### config.mk
export PLATFORM = sky130hd
export DESIGN_NAME = ret_stack_flat
export DESIGN_NICKNAME = d
export VERILOG_FILES = /design/src/rtl/ret_stack_if.sv /design/src/rtl/ret_stack.sv /design/src/flat_wrapper.sv
export SDC_FILE = /design/constraint.sdc
export NUM_CORES = 1
export LEC_CHECK = 0
export BUFFER_PORTS_ARGS = -buffer_cell sky130_fd_sc_hd__buf_2
export CAP_MARGIN = 20
export CELL_PAD_IN_SITES_DETAIL_PLACEMENT = 0
export CELL_PAD_IN_SITES_GLOBAL_PLACEMENT = 1
export CORE_MARGIN = 8
export CORE_UTILIZATION = 41
export CTS_BUF_LIST = sky130_fd_sc_hd__clkbuf_8 sky130_fd_sc_hd__clkbuf_16
export CTS_CLUSTER_DIAMETER = 120
export DETAILED_ROUTE_END_ITERATION = 10
export PLACE_DENSITY = 0.78
export SLEW_MARGIN = 25
export SYNTH_ARGS = -nofsm -noshare
export SYNTH_HDL_FRONTEND = slang
export SYNTH_SLANG_ARGS = --single-unit
### constraint.sdc
create_clock -name clk -period 2.5 [get_ports clk]
set_input_delay 0.125 -clock clk [delete_from_list [all_inputs] [get_ports clk]]
set_output_delay 0.125 -clock clk [all_outputs]
set_load 0.05 [all_outputs]
### src/rtl/ret_stack_if.sv
// Call/return port bundle for the hardware return-address stack.
// The master side (CPU control) drives the requests; the slave side (stack) reports its state.
interface ret_stack_if #(
  parameter int WIDTH = 10,
  parameter int DEPTH = 8
);
  localparam int CW = $clog2(DEPTH + 1);

  logic             enable;
  logic             push;
  logic             pop;
  logic [WIDTH-1:0] d;
  logic             clr_err;
  logic [WIDTH-1:0] q;
  logic             empty;
  logic             full;
  logic [CW-1:0]    count;
  logic             overflow;
  logic             underflow;

  modport master (
    output enable, push, pop, d, clr_err,
    input  q, empty, full, count, overflow, underflow
  );

  modport slave (
    input  enable, push, pop, d, clr_err,
    output q, empty, full, count, overflow, underflow
  );
endinterface

### src/rtl/ret_stack.sv
// Return-address stack between the PC adder and the PC mux.
// The top entry is read combinationally, so a RET uses it as next PC in the same cycle it pops.
module ret_stack #(
  parameter int WIDTH = 10,
  parameter int DEPTH = 8
) (
  input  logic        clk,
  input  logic        reset,
  ret_stack_if.slave  bus
);
  localparam int CW = $clog2(DEPTH + 1);
  localparam int AW = $clog2(DEPTH);

  logic [WIDTH-1:0] mem [DEPTH];
  logic [CW-1:0]    sp;
  logic [CW-1:0]    sp_m1;
  logic [AW-1:0]    wr_idx;
  logic [AW-1:0]    top_idx;
  logic             is_empty;
  logic             is_full;
  logic             ovf_q;
  logic             unf_q;

  assign sp_m1    = sp - CW'(1);
  assign wr_idx   = sp[AW-1:0];
  assign top_idx  = sp_m1[AW-1:0];
  assign is_empty = (sp == CW'(0));
  assign is_full  = (sp == CW'(DEPTH));

  always_ff @(posedge clk or negedge reset) begin
    if (!reset) begin
      for (int i = 0; i < DEPTH; i++) begin
        mem[i] <= '0;
      end
      sp    <= '0;
      ovf_q <= 1'b0;
      unf_q <= 1'b0;
    end else if (bus.enable) begin
      // clear first so an error raised in the same cycle takes precedence
      if (bus.clr_err) begin
        ovf_q <= 1'b0;
        unf_q <= 1'b0;
      end
      unique case ({bus.push, bus.pop})
        2'b10: begin
          if (!is_full) begin
            mem[wr_idx] <= bus.d;
            sp          <= sp + CW'(1);
          end else begin
            ovf_q <= 1'b1;
          end
        end
        2'b01: begin
          if (!is_empty) begin
            sp <= sp_m1;
          end else begin
            unf_q <= 1'b1;
          end
        end
        2'b11: begin
          if (!is_empty) begin
            mem[top_idx] <= bus.d;
          end else begin
            mem[0] <= bus.d;
            sp     <= CW'(1);
            unf_q  <= 1'b1;
          end
        end
        default: ;
      endcase
    end
  end

  assign bus.q         = is_empty ? '0 : mem[top_idx];
  assign bus.empty     = is_empty;
  assign bus.full      = is_full;
  assign bus.count     = sp;
  assign bus.overflow  = ovf_q;
  assign bus.underflow = unf_q;
endmodule
### src/flat_wrapper.sv
// flat-port wrapper written by rule: the top's interface ports become plain ports
module ret_stack_flat 
#(
  parameter int WIDTH = 10,
  parameter int DEPTH = 8
)
  (clk, reset, bus_enable, bus_push, bus_pop, bus_d, bus_clr_err, bus_q, bus_empty, bus_full, bus_count, bus_overflow, bus_underflow);
  ret_stack_if #(.WIDTH(WIDTH), .DEPTH(DEPTH)) bus_i ();
  input  logic clk;
  input  logic reset;
  input wire logic [$bits(bus_i.enable)-1:0] bus_enable;
  input wire logic [$bits(bus_i.push)-1:0] bus_push;
  input wire logic [$bits(bus_i.pop)-1:0] bus_pop;
  input wire logic [$bits(bus_i.d)-1:0] bus_d;
  input wire logic [$bits(bus_i.clr_err)-1:0] bus_clr_err;
  output wire logic [$bits(bus_i.q)-1:0] bus_q;
  output wire logic [$bits(bus_i.empty)-1:0] bus_empty;
  output wire logic [$bits(bus_i.full)-1:0] bus_full;
  output wire logic [$bits(bus_i.count)-1:0] bus_count;
  output wire logic [$bits(bus_i.overflow)-1:0] bus_overflow;
  output wire logic [$bits(bus_i.underflow)-1:0] bus_underflow;
  assign bus_i.enable = bus_enable;
  assign bus_i.push = bus_push;
  assign bus_i.pop = bus_pop;
  assign bus_i.d = bus_d;
  assign bus_i.clr_err = bus_clr_err;
  assign bus_q = bus_i.q;
  assign bus_empty = bus_i.empty;
  assign bus_full = bus_i.full;
  assign bus_count = bus_i.count;
  assign bus_overflow = bus_i.overflow;
  assign bus_underflow = bus_i.underflow;
  ret_stack #(.WIDTH(WIDTH), .DEPTH(DEPTH)) u_core (.clk(clk), .reset(reset), .bus(bus_i));
endmodule
Word level (Yosys, flattened, before mapping)
Cells that the tools add are included.

Output and inout bits: 18. Input port bits: 16. Flip-flop bits (word level): 86. Word-level logic and storage cells: 60.

Multiplexer cells: 24. Reductions and logical operators: 9. Bitwise gates (word level): 2. $lt $le $gt $ge: 4. $add $sub $neg: 2. Equality and inequality tests: 8.

Operator list (count): bitwise mux 80 bit (2); case mux 80 bit (2 select lines) (1); two-way mux 80 bit (1); two-way mux 70 bit (1); demux 10 bit (select 3 bit) (2); two-way mux 10 bit (6); binary-select mux 10 bit (select 3 bit) (1); two-way mux 4 bit (3); case mux 4 bit (3 select lines) (1); greater-or-equal comparator 4 bit (second input constant) (2); less-than comparator 4 x 1 -> 1 bit (second input constant) (2); inverter 3 -> 4 bit (2); two-way mux 1 bit (6); != test 2 bit (second input constant) (3); AND reduction 5 bit (1); adder 4 x 1 -> 4 bit (second input constant) (1); equality test 2 bit (second input constant) (2); equality test 4 bit (second input constant) (1); zero test 4 bit (1); AND reduction 4 bit (1); subtractor 4 x 1 -> 4 bit (second input constant) (1); AND reduction 3 bit (1); nonzero test 3 bit (1); equality test 2 x 1 -> 1 bit (second input constant) (1); 4 further kinds (5).

Longest topological paths before layout
Depth in word-level cells: 9. Mapped depth: 10. Mapped depth without buffers: 6.

Least setup slack after synthesis
OpenSTA, ideal clock, no wires.

Path type: register -> output. Start: register u_core.sp[0], in the netlist u_core.bus.count[0]. End: output bus_q[1]. Arrival: 3.083 ns. Required time: 2.375 ns. Slack: -0.708 ns. Path buffers: 4. Stages on the path, launching flop included: 10. Path through: dfrtp_1 > buf_2 > buf_2 > inv_1 > ha_1 > buf_2 > clkbuf_1 > mux4_2 > nand2_1 > a21oi_1.

Cells in the longest elaborated chain, start to end: 6. Elaborated cells on any way between the ends: 7. Classes of those cells: add/sub (1); mux (4); bitwise (1); reduce/logical (1).

Ends and longest elaborated chain: start: declaration (line ret_stack.sv:15) `logic [CW-1:0] sp;`; start signal: assignment (line ret_stack.sv:48) `sp <= sp + CW'(1);`; start signal: assignment (line ret_stack.sv:55) `sp <= sp_m1;`; subtractor 4 x 1 -> 4 bit (line ret_stack.sv:24) `assign sp_m1 = sp - CW'(1);`; inverter 3 -> 4 bit (implied by the code) (line ret_stack.sv:74) `assign bus.q = is_empty ? '0 : mem[top_idx];`; binary-select mux 10 bit (select 3 bit) (line ret_stack.sv:74); two-way mux 10 bit (implied by the code) (2 in a row) (line ret_stack.sv:74); two-way mux 10 bit (*) (line ret_stack.sv:74); end: declaration (line flat_wrapper.sv:16) `output wire logic [$bits(bus_i.q)-1:0] bus_q;`.

Mark *: on every way between the ends. The rest lies on a longest branch, timed or not. The select of a mux whose other input is x is not followed.

Worst setup path in the final report
Start: register u_core.sp[2], in the netlist u_core.bus.count[2]. End: register u_core.mem[4] (netlist bit).

Cells in the longest elaborated chain, start to end: 9. Elaborated cells on any way between the ends: 23. Classes of those cells: add/sub (1); order compare (4); eq/ne (3); mux (9); bitwise (2); reduce/logical (4).

Ends and longest elaborated chain: subtractor 4 x 1 -> 4 bit (line ret_stack.sv:24); inverter 3 -> 4 bit (implied by the code) (line ret_stack.sv:62) `mem[top_idx] <= bus.d;`; greater-or-equal comparator 4 bit (implied by the code) or less-than comparator 4 x 1 -> 1 bit (tied branches) (line ret_stack.sv:62); logical AND 1 bit (implied by the code) (line ret_stack.sv:62); two-way mux 10 bit (implied by the code) (line ret_stack.sv:62); demux 10 bit (select 3 bit) (line ret_stack.sv:62); bitwise mux 80 bit (line ret_stack.sv:62); two-way mux 70 bit (line ret_stack.sv:61) `if (!is_empty) begin`; case mux 80 bit (2 select lines) (line ret_stack.sv:44) `unique case ({bus.push, bus.pop})`; end signal: indexed assignment (line ret_stack.sv:47) `mem[wr_idx] <= bus.d;`; end signal: indexed assignment (line ret_stack.sv:62); end: declaration (line ret_stack.sv:14) `logic [WIDTH-1:0] mem [DEPTH];`.

Parallel ways exist; a longest one is shown, timed or not. The select of a mux whose other input is x is not followed. A chain may end at the register's enable or synchronous reset.

==> reports/qor.log <==
qor: global_routing.groute.layer.met2.usage 23.1%
qor: synth.syn-num-nets 325
qor: sta.maxSlewViolCount 0
qor: global_routing.use_met1 18.7%
qor: floorplanning.die_boundary_height 118 um
qor: routing.firstDrtPassIters 4
qor: synth.synthesis.yosys.warnings 0
qor: synth.syn_area_per_cell 13.9 sq um
qor: routing.vias_per_cell 5.54
qor: global_routing.groute.usage.overall 14.2%
qor: synth.synth_enable_flop_cells 0
qor: routing.drtAntennaViolNets 0
qor: synth.main_synth_ff_type sky130_fd_sc_hd__dfrtp_1
qor: routing.first_iter_violations 195
qor: sta.grt_setup_unrepaired no
qor: layout.nNetsFinal 366
qor: sta.final.min_clock_period 2350 ps
qor: synth.post_synth_num_cell_types 45
qor: setup_path.ff2ff_path_depth 5
qor: clocking.clock_sinks 86
qor: clocking.post-cts-setup-buffers 0
qor: sta.timing.slew.headroom 52.9%
qor: floorplanning.std_cell_rows 37
qor: global_routing.first_pass_grt_wire_length 15.8 mm
qor: clocking.insertion_delay 340 ps
qor: routing.num_vias 2704
qor: setup_path.r2r_setup_slack 150 ps
qor: sta.finalSetupTns 0 ps
qor: global_routing.grt_max_degree 45
qor: clocking.tritoncts built
qor: sta.max_freq 0.426 GHz
qor: global_routing.grt.met3_usage 2.54%
qor: hold_path.whs_endpoint u_core.bus.underflow
qor: hold_path.min_delay_path_class primary input to flip-flop
qor: run.cap_viol_max_count 0
qor: routing.drc_errors_left 0
qor: setup_path.critPathArrivalTime 2570 ps
qor: clocking.root_buffer sky130_fd_sc_hd__clkbuf_8
qor: outcome.status finished clean
qor: sta.setup_viol 0
qor: setup_path.timing_worst_setup_path_type flip-flop to flip-flop
qor: placement.final_weighted_congestion_in_routability_driven_placement 0.776
qor: clocking.cts_buffers 9
qor: sta.final.period_utilization 93.8%
qor: layout.most-common-layout-cells 84 x sky130_fd_sc_hd__dfrtp_1, 79 x sky130_fd_sc_hd__mux2_2, 32 x sky130_fd_sc_hd__buf_2
qor: layout.final_layout_size_suffix_gt1_share 52.8%
qor: hold_path.cell_count_of_the_worst_hold_path 3
qor: global_routing.grt-ovfl-total 0
qor: floorplanning.design.die.area 13900 sq um
qor: synth.mappedNetlistArea 4270 sq um
qor: sta.finClkSkew 6.65 ps
qor: sta.worst_pin_slew 707 ps
qor: global_routing.grt_most_used_layer met2
qor: synth.syn_inst 307
qor: floorplanning.die_width 118 um
qor: synth.fraction_of_the_yosys_area_taken_by_sequential_cells 50.4%
qor: global_routing.initial_antenna_violation_count 0
qor: placement.io_buffers 33
qor: clocking.cts-htree-levels 3
qor: setup_path.critical_path.reg2reg.startpoint u_core.bus.count[2]
qor: layout.post-route-cell-area 4950 sq um
qor: synth.asyncSetResetFlopFracSynth 100%
qor: layout.synthToLayoutAreaGrowth 15.9%
qor: clocking.cts.clk_slew.worst_paths 80 ps
qor: synth.ys_ff_latch 86
qor: setup_path.worst_setup_path_start_kind flip-flop
qor: hold_path.worst_hold_startpoint bus_clr_err
qor: setup_path.worstPathRequired 2720 ps
qor: floorplanning.fp.coreArea 10200 sq um
qor: clocking.clock_path_buffers 2
qor: setup_path.crit_path_max_fanout 15
qor: global_routing.via_count_of_the_first_global_routing_pass 2972
qor: setup_path.endpoint_kind flip-flop
qor: setup_path.worst_r2r_endpoint u_core.mem[4]
qor: routing.routed_wirelength 9.41 mm
qor: placement.dpl-instance-area 4750 sq um
qor: layout.final_common_cell sky130_fd_sc_hd__dfrtp_1
qor: layout.ant_diodes 0
qor: floorplanning.pin_count 34
qor: placement.placed_wire_length_estimate_after_detailed_placement 6.15 mm
qor: routing.route.detailed.wl_per_inst 19.3 um
qor: sta.final_hold_viol_count 0
qor: floorplanning.start_util 41.8%
synthesized netlist by cell type, types with 4 or more instances:
library cell               count  area [sq um]
sky130_fd_sc_hd__nand2_1      27           101
sky130_fd_sc_hd__buf_2         7          35.0
sky130_fd_sc_hd__nand2_2       4          25.0
sky130_fd_sc_hd__mux4_2       20           450
sky130_fd_sc_hd__inv_1         5          18.8
sky130_fd_sc_hd__nand2b_1      5          31.3
sky130_fd_sc_hd__clkbuf_1      6          22.5
sky130_fd_sc_hd__nor2_1        7          26.3
sky130_fd_sc_hd__a21oi_1      12          60.1
sky130_fd_sc_hd__dfrtp_1      86          2150
sky130_fd_sc_hd__mux2_2       79           890
flip-flops by register name (all words and copies together), names as in the netlist:
register and count:
u_core.bus.underflow 1, u_core.bus.count 4, u_core.bus.overflow 1, u_core.mem 80
through the flow:
step	setup slack [ps]	util [%]	hold WS [ps]	cells
2_1_floorplan	7.39	-	-171	307
4_1_cts	105	48.4	93.4	488
6_report	155	48.4	102	488
3_5_place_dp	178	46.4	164	472
5_1_grt	33.3	48.4	98.2	488
3_3_place_gp	205	46.4	160	472
metal layers:
| layer | up-vias | share of wire (%) |
|---|---|---|
| met3 | 12 | 3.2 |
| met4 | 0 | 1.3 |
| met5 | - | 0 |
| met2 | 38 | 49 |
| li1 | 1222 | - |
| met1 | 1432 | 47 |
cells by family (layout without fill, tap and decap cells):
kind of cell,Yosys count,after routing,share of synthesized area (%)
buffers and inverters,23,68,2.78
multiplexers,102,102,32.1
AND/OR/NAND/NOR,55,55,6.62
adder cells (fa/ha/maj),2,2,0.586
flip-flops,86,86,50.4
XOR/XNOR,3,3,1.05
AO/OA/AOI/OAI,36,36,6.44
critical path: stages (launching register included):
cell,delay [ps]
sky130_fd_sc_hd__dfrtp_1,590
sky130_fd_sc_hd__buf_4,260
sky130_fd_sc_hd__xnor2_4,260
sky130_fd_sc_hd__nor4_1,100
sky130_fd_sc_hd__o21ai_2,590
sky130_fd_sc_hd__mux2_2,420
area by class of cell:
| cell class | instances | area, sq um |
|---|---|---|
| inverters | 5 | 18.8 |
| clock buffers | 10 | 138 |
| clock inverters | 5 | 51.3 |
| fillers | 897 | 5280 |
| flip-flops and latches | 86 | 2150 |
| multi-input cells | 198 | 2120 |
| well taps | 136 | 170 |
| repair buffers | 48 | 295 |
timing repair:
item / CTS / global route
hold endpoints to repair: 42 / 0
endpoints found under the setup margin: 0 / 5
resized for setup: 0 / 1
hold buffers: 1 / 0
worst max path at each step:
stage | to | cells after the start | slack, ps | from
after floorplan | u_core.bus.count[2] | 10 | 7 | u_core.bus.count[0]
after global routing | bus_q[6] | 5 | 30 | u_core.bus.count[0]
after global placement | u_core.mem[31] | 5 | 200 | u_core.bus.count[2]
after CTS | bus_q[5] | 7 | 110 | u_core.bus.count[1]
after detailed placement | u_core.mem[34] | 5 | 180 | u_core.bus.count[2]
final | u_core.mem[4] | 5 | 150 | u_core.bus.count[2]
Power is left out: the tool's default activity adds up to more than one toggle a clock period on the data nets, which glitch-free logic cannot reach.
